**config.mk**
```make
export PLATFORM = sky130hd
export DESIGN_NAME = load_store_unit
export DESIGN_NICKNAME = d
export VERILOG_FILES = /design/src/rtl/load_store_unit.sv
export SDC_FILE = /design/constraint.sdc
export NUM_CORES = 1
export LEC_CHECK = 0
export BUFFER_PORTS_ARGS = -buffer_cell sky130_fd_sc_hd__buf_4
export CORE_MARGIN = 1
export CORE_UTILIZATION = 55
export CTS_BUF_LIST = sky130_fd_sc_hd__clkbuf_4 sky130_fd_sc_hd__clkbuf_8 sky130_fd_sc_hd__clkbuf_16
export CTS_CLUSTER_SIZE = 28
export DETAILED_ROUTE_END_ITERATION = 10
export PLACE_DENSITY_LB_ADDON = 0.25
export SLEW_MARGIN = 30
export SYNTH_ARGS = -nofsm -noshare
export SYNTH_HDL_FRONTEND = slang
export SYNTH_SLANG_ARGS = --single-unit
export TNS_END_PERCENT = 30
```
**constraint.sdc**
```tcl
create_clock -name clk -period 3.4 [get_ports clk]
set_input_delay 0.34 -clock clk [delete_from_list [all_inputs] [get_ports clk]]
set_output_delay 0.34 -clock clk [all_outputs]
set_load 0.005 [all_outputs]
```
**src/rtl/load_store_unit.sv**
```systemverilog
// Load/store unit: turns one LB/LH/LW/LBU/LHU/SB/SH/SW per request into a
// single word-aligned data-memory transaction over the req/ready interface.
// It handles byte-lane steering, load extension, misalignment and timeout.
module load_store_unit #(
  parameter int TIMEOUT_CYCLES = 16
) (
  input  logic        clk,
  input  logic        rst,
  input  logic        mem_valid,
  input  logic        mem_read,
  input  logic        mem_write,
  input  logic [2:0]  funct3,
  input  logic [31:0] addr,
  input  logic [31:0] store_data,
  output logic        stall,
  output logic        done,
  output logic [31:0] load_data,
  output logic        exc_valid,
  output logic [1:0]  exc_cause,
  output logic [31:0] exc_addr,
  output logic [31:0] dmem_addr,
  output logic [31:0] dmem_wdata,
  output logic [3:0]  dmem_byte_enable,
  output logic        dmem_we,
  output logic        dmem_req,
  input  logic [31:0] dmem_rdata,
  input  logic        dmem_ready
);

  typedef enum logic [2:0] {S_IDLE, S_REQ, S_WAIT, S_RESP, S_ERR} state_t;

  // Terminal WAIT count: the last WAIT cycle is the one where cnt hits this.
  localparam logic [7:0] LAST_WAIT = 8'(TIMEOUT_CYCLES - 1);

  state_t      state;
  logic [7:0]  cnt;
  logic        is_load;
  logic [1:0]  size_q;
  logic        uns_q;
  logic [1:0]  off_q;
  logic [31:0] addr_q;

  logic        accept;
  logic [1:0]  size;
  logic [1:0]  off;
  logic        misaligned;
  logic [3:0]  be_n;
  logic [31:0] wdata_n;
  logic [31:0] shifted;
  logic [31:0] ext_data;

  assign accept     = mem_valid & (mem_read | mem_write);
  assign size       = funct3[1:0];
  assign off        = addr[1:0];
  // Half needs an even offset; word (size 2 or 3) needs offset 0.
  assign misaligned = ((size == 2'b01) & off[0]) | (size[1] & (off != 2'b00));

  assign stall = mem_valid & ~done & ~exc_valid;

  // Lane steering for the incoming request: byte enables and replicated data.
  always_comb begin
    be_n    = 4'b1111;
    wdata_n = store_data;
    case (size)
      2'b00: begin
        be_n    = 4'b0001 << off;
        wdata_n = {4{store_data[7:0]}};
      end
      2'b01: begin
        be_n    = 4'b0011 << off;
        wdata_n = {2{store_data[15:0]}};
      end
      default: ;
    endcase
  end

  // Right-align the addressed bytes of the read word and extend to 32 bits.
  always_comb begin
    shifted  = dmem_rdata >> {off_q, 3'b000};
    ext_data = shifted;
    case (size_q)
      2'b00: ext_data = uns_q ? {24'b0, shifted[7:0]}  : {{24{shifted[7]}}, shifted[7:0]};
      2'b01: ext_data = uns_q ? {16'b0, shifted[15:0]} : {{16{shifted[15]}}, shifted[15:0]};
      default: ;
    endcase
  end

  // Transaction FSM with all interface outputs registered.
  always_ff @(posedge clk) begin
    if (rst) begin
      state            <= S_IDLE;
      cnt              <= '0;
      is_load          <= 1'b0;
      size_q           <= '0;
      uns_q            <= 1'b0;
      off_q            <= '0;
      addr_q           <= '0;
      done             <= 1'b0;
      load_data        <= '0;
      exc_valid        <= 1'b0;
      exc_cause        <= '0;
      exc_addr         <= '0;
      dmem_addr        <= '0;
      dmem_wdata       <= '0;
      dmem_byte_enable <= '0;
      dmem_we          <= 1'b0;
      dmem_req         <= 1'b0;
    end else begin
      case (state)
        S_IDLE: begin
          cnt <= '0;
          if (accept) begin
            // A simultaneous read and write is treated as a load.
            is_load <= mem_read;
            size_q  <= size;
            uns_q   <= funct3[2];
            off_q   <= off;
            addr_q  <= addr;
            if (misaligned) begin
              state     <= S_ERR;
              exc_valid <= 1'b1;
              exc_cause <= mem_read ? 2'd0 : 2'd1;
              exc_addr  <= addr;
            end else begin
              state            <= S_REQ;
              dmem_req         <= 1'b1;
              dmem_addr        <= {addr[31:2], 2'b00};
              dmem_we          <= ~mem_read;
              dmem_byte_enable <= be_n;
              dmem_wdata       <= wdata_n;
            end
          end
        end
        S_REQ: begin
          // Request is strictly one cycle; memory starts an access per pulse.
          dmem_req <= 1'b0;
          cnt      <= '0;
          state    <= S_WAIT;
        end
        S_WAIT: begin
          cnt <= cnt + 8'd1;
          if (dmem_ready) begin
            state     <= S_RESP;
            done      <= 1'b1;
            load_data <= is_load ? ext_data : 32'd0;
          end else if (cnt == LAST_WAIT) begin
            state     <= S_ERR;
            exc_valid <= 1'b1;
            exc_cause <= is_load ? 2'd2 : 2'd3;
            exc_addr  <= addr_q;
          end
        end
        S_RESP: begin
          done  <= 1'b0;
          state <= S_IDLE;
        end
        S_ERR: begin
          exc_valid <= 1'b0;
          state     <= S_IDLE;
        end
        default: state <= S_IDLE;
      endcase
    end
  end

endmodule

```
## Word level (Yosys, flattened, before mapping)

Index checks and enable logic that the tools add are counted.

| word-level totals | value |
|---|---|
| logic and storage cells | 98 |
| register bits | 185 |
| input port bits | 105 |

| operators by class | value |
|---|---|
| reductions and logical operators | 18 |
| equal/unequal tests | 14 |
| multiplexer cells | 34 |
| bitwise operators | 11 |
| shifts and indexed selects | 3 |
| $add $sub $neg | 1 |

Operators by type and width:

| kind | number |
|---|---|
| $mux 32 | 7 |
| $pmux 32 s2 | 3 |
| $shr 32x5->32 | 1 |
| $pmux 8 s2 | 1 |
| $mux 3 | 4 |
| $ne 2x2->1 const B | 6 |
| $reduce_and 5->1 | 2 |
| $reduce_bool 2->1 | 5 |
| $mux 1 | 9 |
| $pmux 3 s3 | 1 |
| $add 8x1->8 const B | 1 |
| $eq 8x4->1 const B | 1 |
| $mux 2 | 4 |
| $pmux 4 s2 | 1 |
| $reduce_and 2->1 | 4 |
| $eq 3x2->1 const B | 2 |
| $reduce_and 3->1 | 2 |
| $and 1x1->1 | 5 |
| $eq 2x1->1 const B | 2 |
| $logic_not 2->1 | 2 |
| $not 1->1 | 4 |
| $pmux 1 s2 | 2 |
| $pmux 2 s2 | 1 |
| $shl 1x2->4 const A | 1 |
| other kinds (9) | 10 |

## Depth between registers and ports, before layout

| logic depth | value |
|---|---|
| depth in word-level cells | 6 |
| mapped depth | 8 |
| gate-level depth less buffers | 5 |

## Worst setup path after synthesis

Ideal clock, no wire load.

| path | value |
|---|---|
| path kind | register -> register |
| from | reg cnt[0] |
| to | reg exc_valid |
| data arrival time | 1.801 ns |
| stages on the path, launching flop included | 9 |
| clock period less this slack | 1.916 ns |
| path slack | 1.484 ns |
| library setup time | 0.115 ns |
| buffers on the path | 3 |
| cell sequence | dfxtp_1 ha_1 and4bb_2 and4_1 clkbuf_1 or2_1 buf_2 buf_2 o21a_1 |

| between the ends | value |
|---|---|
| longest elaborated chain between the ends | 3 |

RTL lines:

| item | RTL line | text |
|---|---|---|
| from (decl) | 36 | `logic [7:0] cnt;` |
| from (signal assigned) | 141 | `cnt <= cnt + 8'd1;` |
| $eq 8x4->1 | 146 | `end else if (cnt == LAST_WAIT) begin` |
| $ne 2x2->1 (no source line) | -- |  |
| $reduce_and 5->1 (no source line) | -- |  |
| to (signal assigned) | 121 | `exc_valid <= 1'b1;` |
| to (signal assigned) | 148 | `exc_valid <= 1'b1;` |
| to (signal assigned) | 158 | `exc_valid <= 1'b0;` |
| to (decl) | 18 | `output logic exc_valid,` |

No other way between the ends.
A chain may end at the register's enable or synchronous reset.

## Worst setup path after layout

| path | value |
|---|---|
| from | reg state[0] |
| to | reg dmem_wdata[14] |

| between the ends | value |
|---|---|
| longest elaborated chain between the ends | 2 |

RTL lines:

| item | RTL line | text |
|---|---|---|
| from (decl) | 35 | `state_t state;` |
| from (signal assigned) | 91 | `state <= S_IDLE;` |
| from (signal assigned) | 120 | `state <= S_ERR;` |
| from (signal assigned) | 125 | `state <= S_REQ;` |
| $logic_not 3->1 | 109 | `case (state)` |
| $reduce_and 3->1 (no source line) | -- |  |
| to (signal assigned) | 130 | `dmem_wdata <= wdata_n;` |
| to (decl) | 22 | `output logic [31:0] dmem_wdata,` |

No other way between the ends.

==> out/metrics.yaml <==
sta:
  worst_slack_ps: 1066
  setup_violations: 0
  fin_skew_ps: 11.80
  tightest_slew_ps: 860.0
  whs_ps: 163.0
  min_period_ps: 2334
  relSlewSlack_pct: 42.53
  slew_viol_final: 0
  final-hold-violation-count: 0
  finalSetupTns_ps: 0
  rsz0062_at_grt: "false"
  fin_crit_sh_pct: 68.66
  max_freq_mhz: 428.4
pwr:
  pwr-share-seq_pct: 46.3
  p_int_mw: 3.660
  ir_drop_mv: 0.3753
  power.clock.fraction_pct: 37.0
  sw_frac_of_total_pct: 27.48
  p_switching_mw: 1.386
  power_mw: 5.046
  p_leak_nw: 4.124
  power.density_nw_per_um2: 488.1
  combPwrFrac_pct: 16.7
worst_hold_path:
  worstHoldStart: "funct3[2]"
  hold_path_class: "in -> reg"
floorplanning:
  fp.coreArea_sq_um: 14040
  dieHeight_um: 122.5
  start_util_pct: 56.91
  rows: 43
  pin_count: 244
  die_x_um: 122.5
  dieArea_sq_um: 15020
grt:
  grt_pass1_vias: 7001
  globalRouteOverflowTotal: 0
  grtUsageTotal_pct: 30.16
  grt_max_degree: 102
  grt_pass1_wl_um: 35600
  grt_antenna_before_repair: 0
setup_path:
  r2r_start: "state[0]"
  startpoint_type: "register"
  setup.worst_path.end_class: "register"
  arrival_ps: 2600
  timing.critical_path.from: "state[0]"
  worst_ep_required_time_ps: 3660
  crit_type: "reg -> reg"
  crit_fanout: 13
cells_and_area:
  antenna_cells: 0
  drive_above_1_share_pct: 26.94
  layout_commonest_cell: "buf_4"
  fin_nets: 1225
  fillers: 1100
  fin_cells: 1312
  syn2layout_area_growth_pct: 29.37
  final_cell_mix: "256 x buf_4, 183 x dfxtp_1, 121 x a21oi_1, 113 x nand2_1, 94 x o21ai_0"
placed_design:
  io_buffers: 241
  dp_slack_ps: 978.9
  place_hpwl_um: 15230
  place_congestion: 0.9219
  dp.cells: 1280
route:
  num_vias: 7795
  vias_per_cell: 5.941
  routed_wl_um: 23130
  drc_errors: 0
  drt_iter0_drc: 714
  drtAntennaViolNets: 0
  wl_per_cell_um: 17.63
  drt_first_pass_iters: 5
synth:
  ys_warn_count: 0
  ys.flop_type: "dfxtp_1"
  synth-seq-cells: 183
  syn_avg_cell_area_sq_um: 8.529
  synth_edf_count: 0
  syn_inst: 937
  synthDistinctLibCells: 56
  async_reset_ff_share_pct: 0
  synth_area_sq_um: 7991
  yosysSeqAreaShare_pct: 45.84
clock_network:
  cts_buffers: 17
  insertion_delay_ps: 430
  cts_sinks: 183
  cts_tree: "yes"
  cts.clk_slew.worst_paths_ps: 60
  cts_buffer_depth: 2
  clockRootBuffer: "clkbuf_16"
  cts_resized: 0
  cts-htree-levels: 4
  holdBufCountCts: 0
  postCtsSetupRepairBufs: 0
run_status:
  status: "finished clean"
flow_run:
  cap_violations: 0
-- power by group through the flow --
stage / Sequential [mW] / Clock, mW / Combinational [mW]
final: 2.34 / 1.87 / 0.844
after global routing: 2.35 / 1.98 / 0.915
after CTS: 2.34 / 1.89 / 0.840
after detailed placement: 2.38 / 0 / 0.837
after global placement: 2.38 / 0 / 0.824
after floorplan: 2.37 / 0 / 0.469
-- final cells by class --
type                    instances  area (sq um)  share of cell area, %
clock inverters                11         88.84                 0.8592
repair buffers                257          1942                  18.78
inverters                       6         22.52                 0.2178
well taps                     180         225.2                  2.178
clock buffers                  21         474.2                  4.587
multi-input cells             654          3923                  37.94
flip-flops and latches        183          3664                  35.43
-- synthesized netlist by cell type (6+ instances only) --
library cell    n  share of area, %
a311oi_1       11               1.2
buf_2          20               1.3
clkbuf_1       64               3.0
dfxtp_1       183                46
nor3_1         38               2.4
nand3_1        40               2.5
and3_1          8              0.63
a211oi_1       44               4.1
a32oi_1         7              0.77
o2111ai_1       8              0.88
a211o_1         7              0.77
a2bb2oi_1       8              0.88
mux2i_1        64               8.0
a21oi_1       121               7.6
nor2b_1         8              0.63
buf_1           6              0.28
nand3b_1        9              0.85
nor2_1         26               1.2
o21ai_0        94               5.9
nand2_1       113               5.3
-- state kept, by name (all words and copies together) (netlist names), 3 cells and up --
name	cells
dmem_wdata	32
exc_addr	32
addr_q	31
load_data	32
dmem_addr	30
dmem_byte_enable	4
cnt	8
state	3
-- routing by layer --
metal / share of wire [%] / GRT usage [%] / vias to the layer above
li1: - / - / 3744
met1: 42 / 37.91 / 3715
met4: 1.9 / 10.52 / 0
met2: 48 / 50.35 / 305
met3: 8.2 / 7.203 / 31
met5: 0 / 0 / -
-- metrics by stage --
stage,area (sq um),util (%)
6_report,10340,73.63
5_1_grt,10340,73.63
4_1_cts,10340,73.61
3_5_place_dp,9773,69.60
3_3_place_gp,9773,69.60
2_1_floorplan,7995,-
-- worst max-delay path, stage by stage (launching register included) --
cell and delay, ps:
dfxtp_1 440, or2_4 320, or3_2 520, nor2_1 460
buf_4 310, a311oi_1 120
-- worst paths after layout --
path                                       end  slack [ps]  depth (start not counted)
worst max-delay path            dmem_wdata[14]        1070                          5
worst min-delay path                     uns_q         160                          3
worst max register to register  dmem_wdata[14]        1070                          5
worst min register to register       addr_q[4]         460                          2
-- cells by family after synthesis --
kind of cell,count (synthesis),share of synthesized area (%)
mux,66,8.439
buf+inv,101,5.386
fa+ha+maj,1,0.1565
compound gates,313,23.67
other cells,1,0.04693
simple gates,269,16.13
xor+xnor,3,0.3289
flops,183,45.84
No activity file was read; power rests on OpenSTA's default activity.
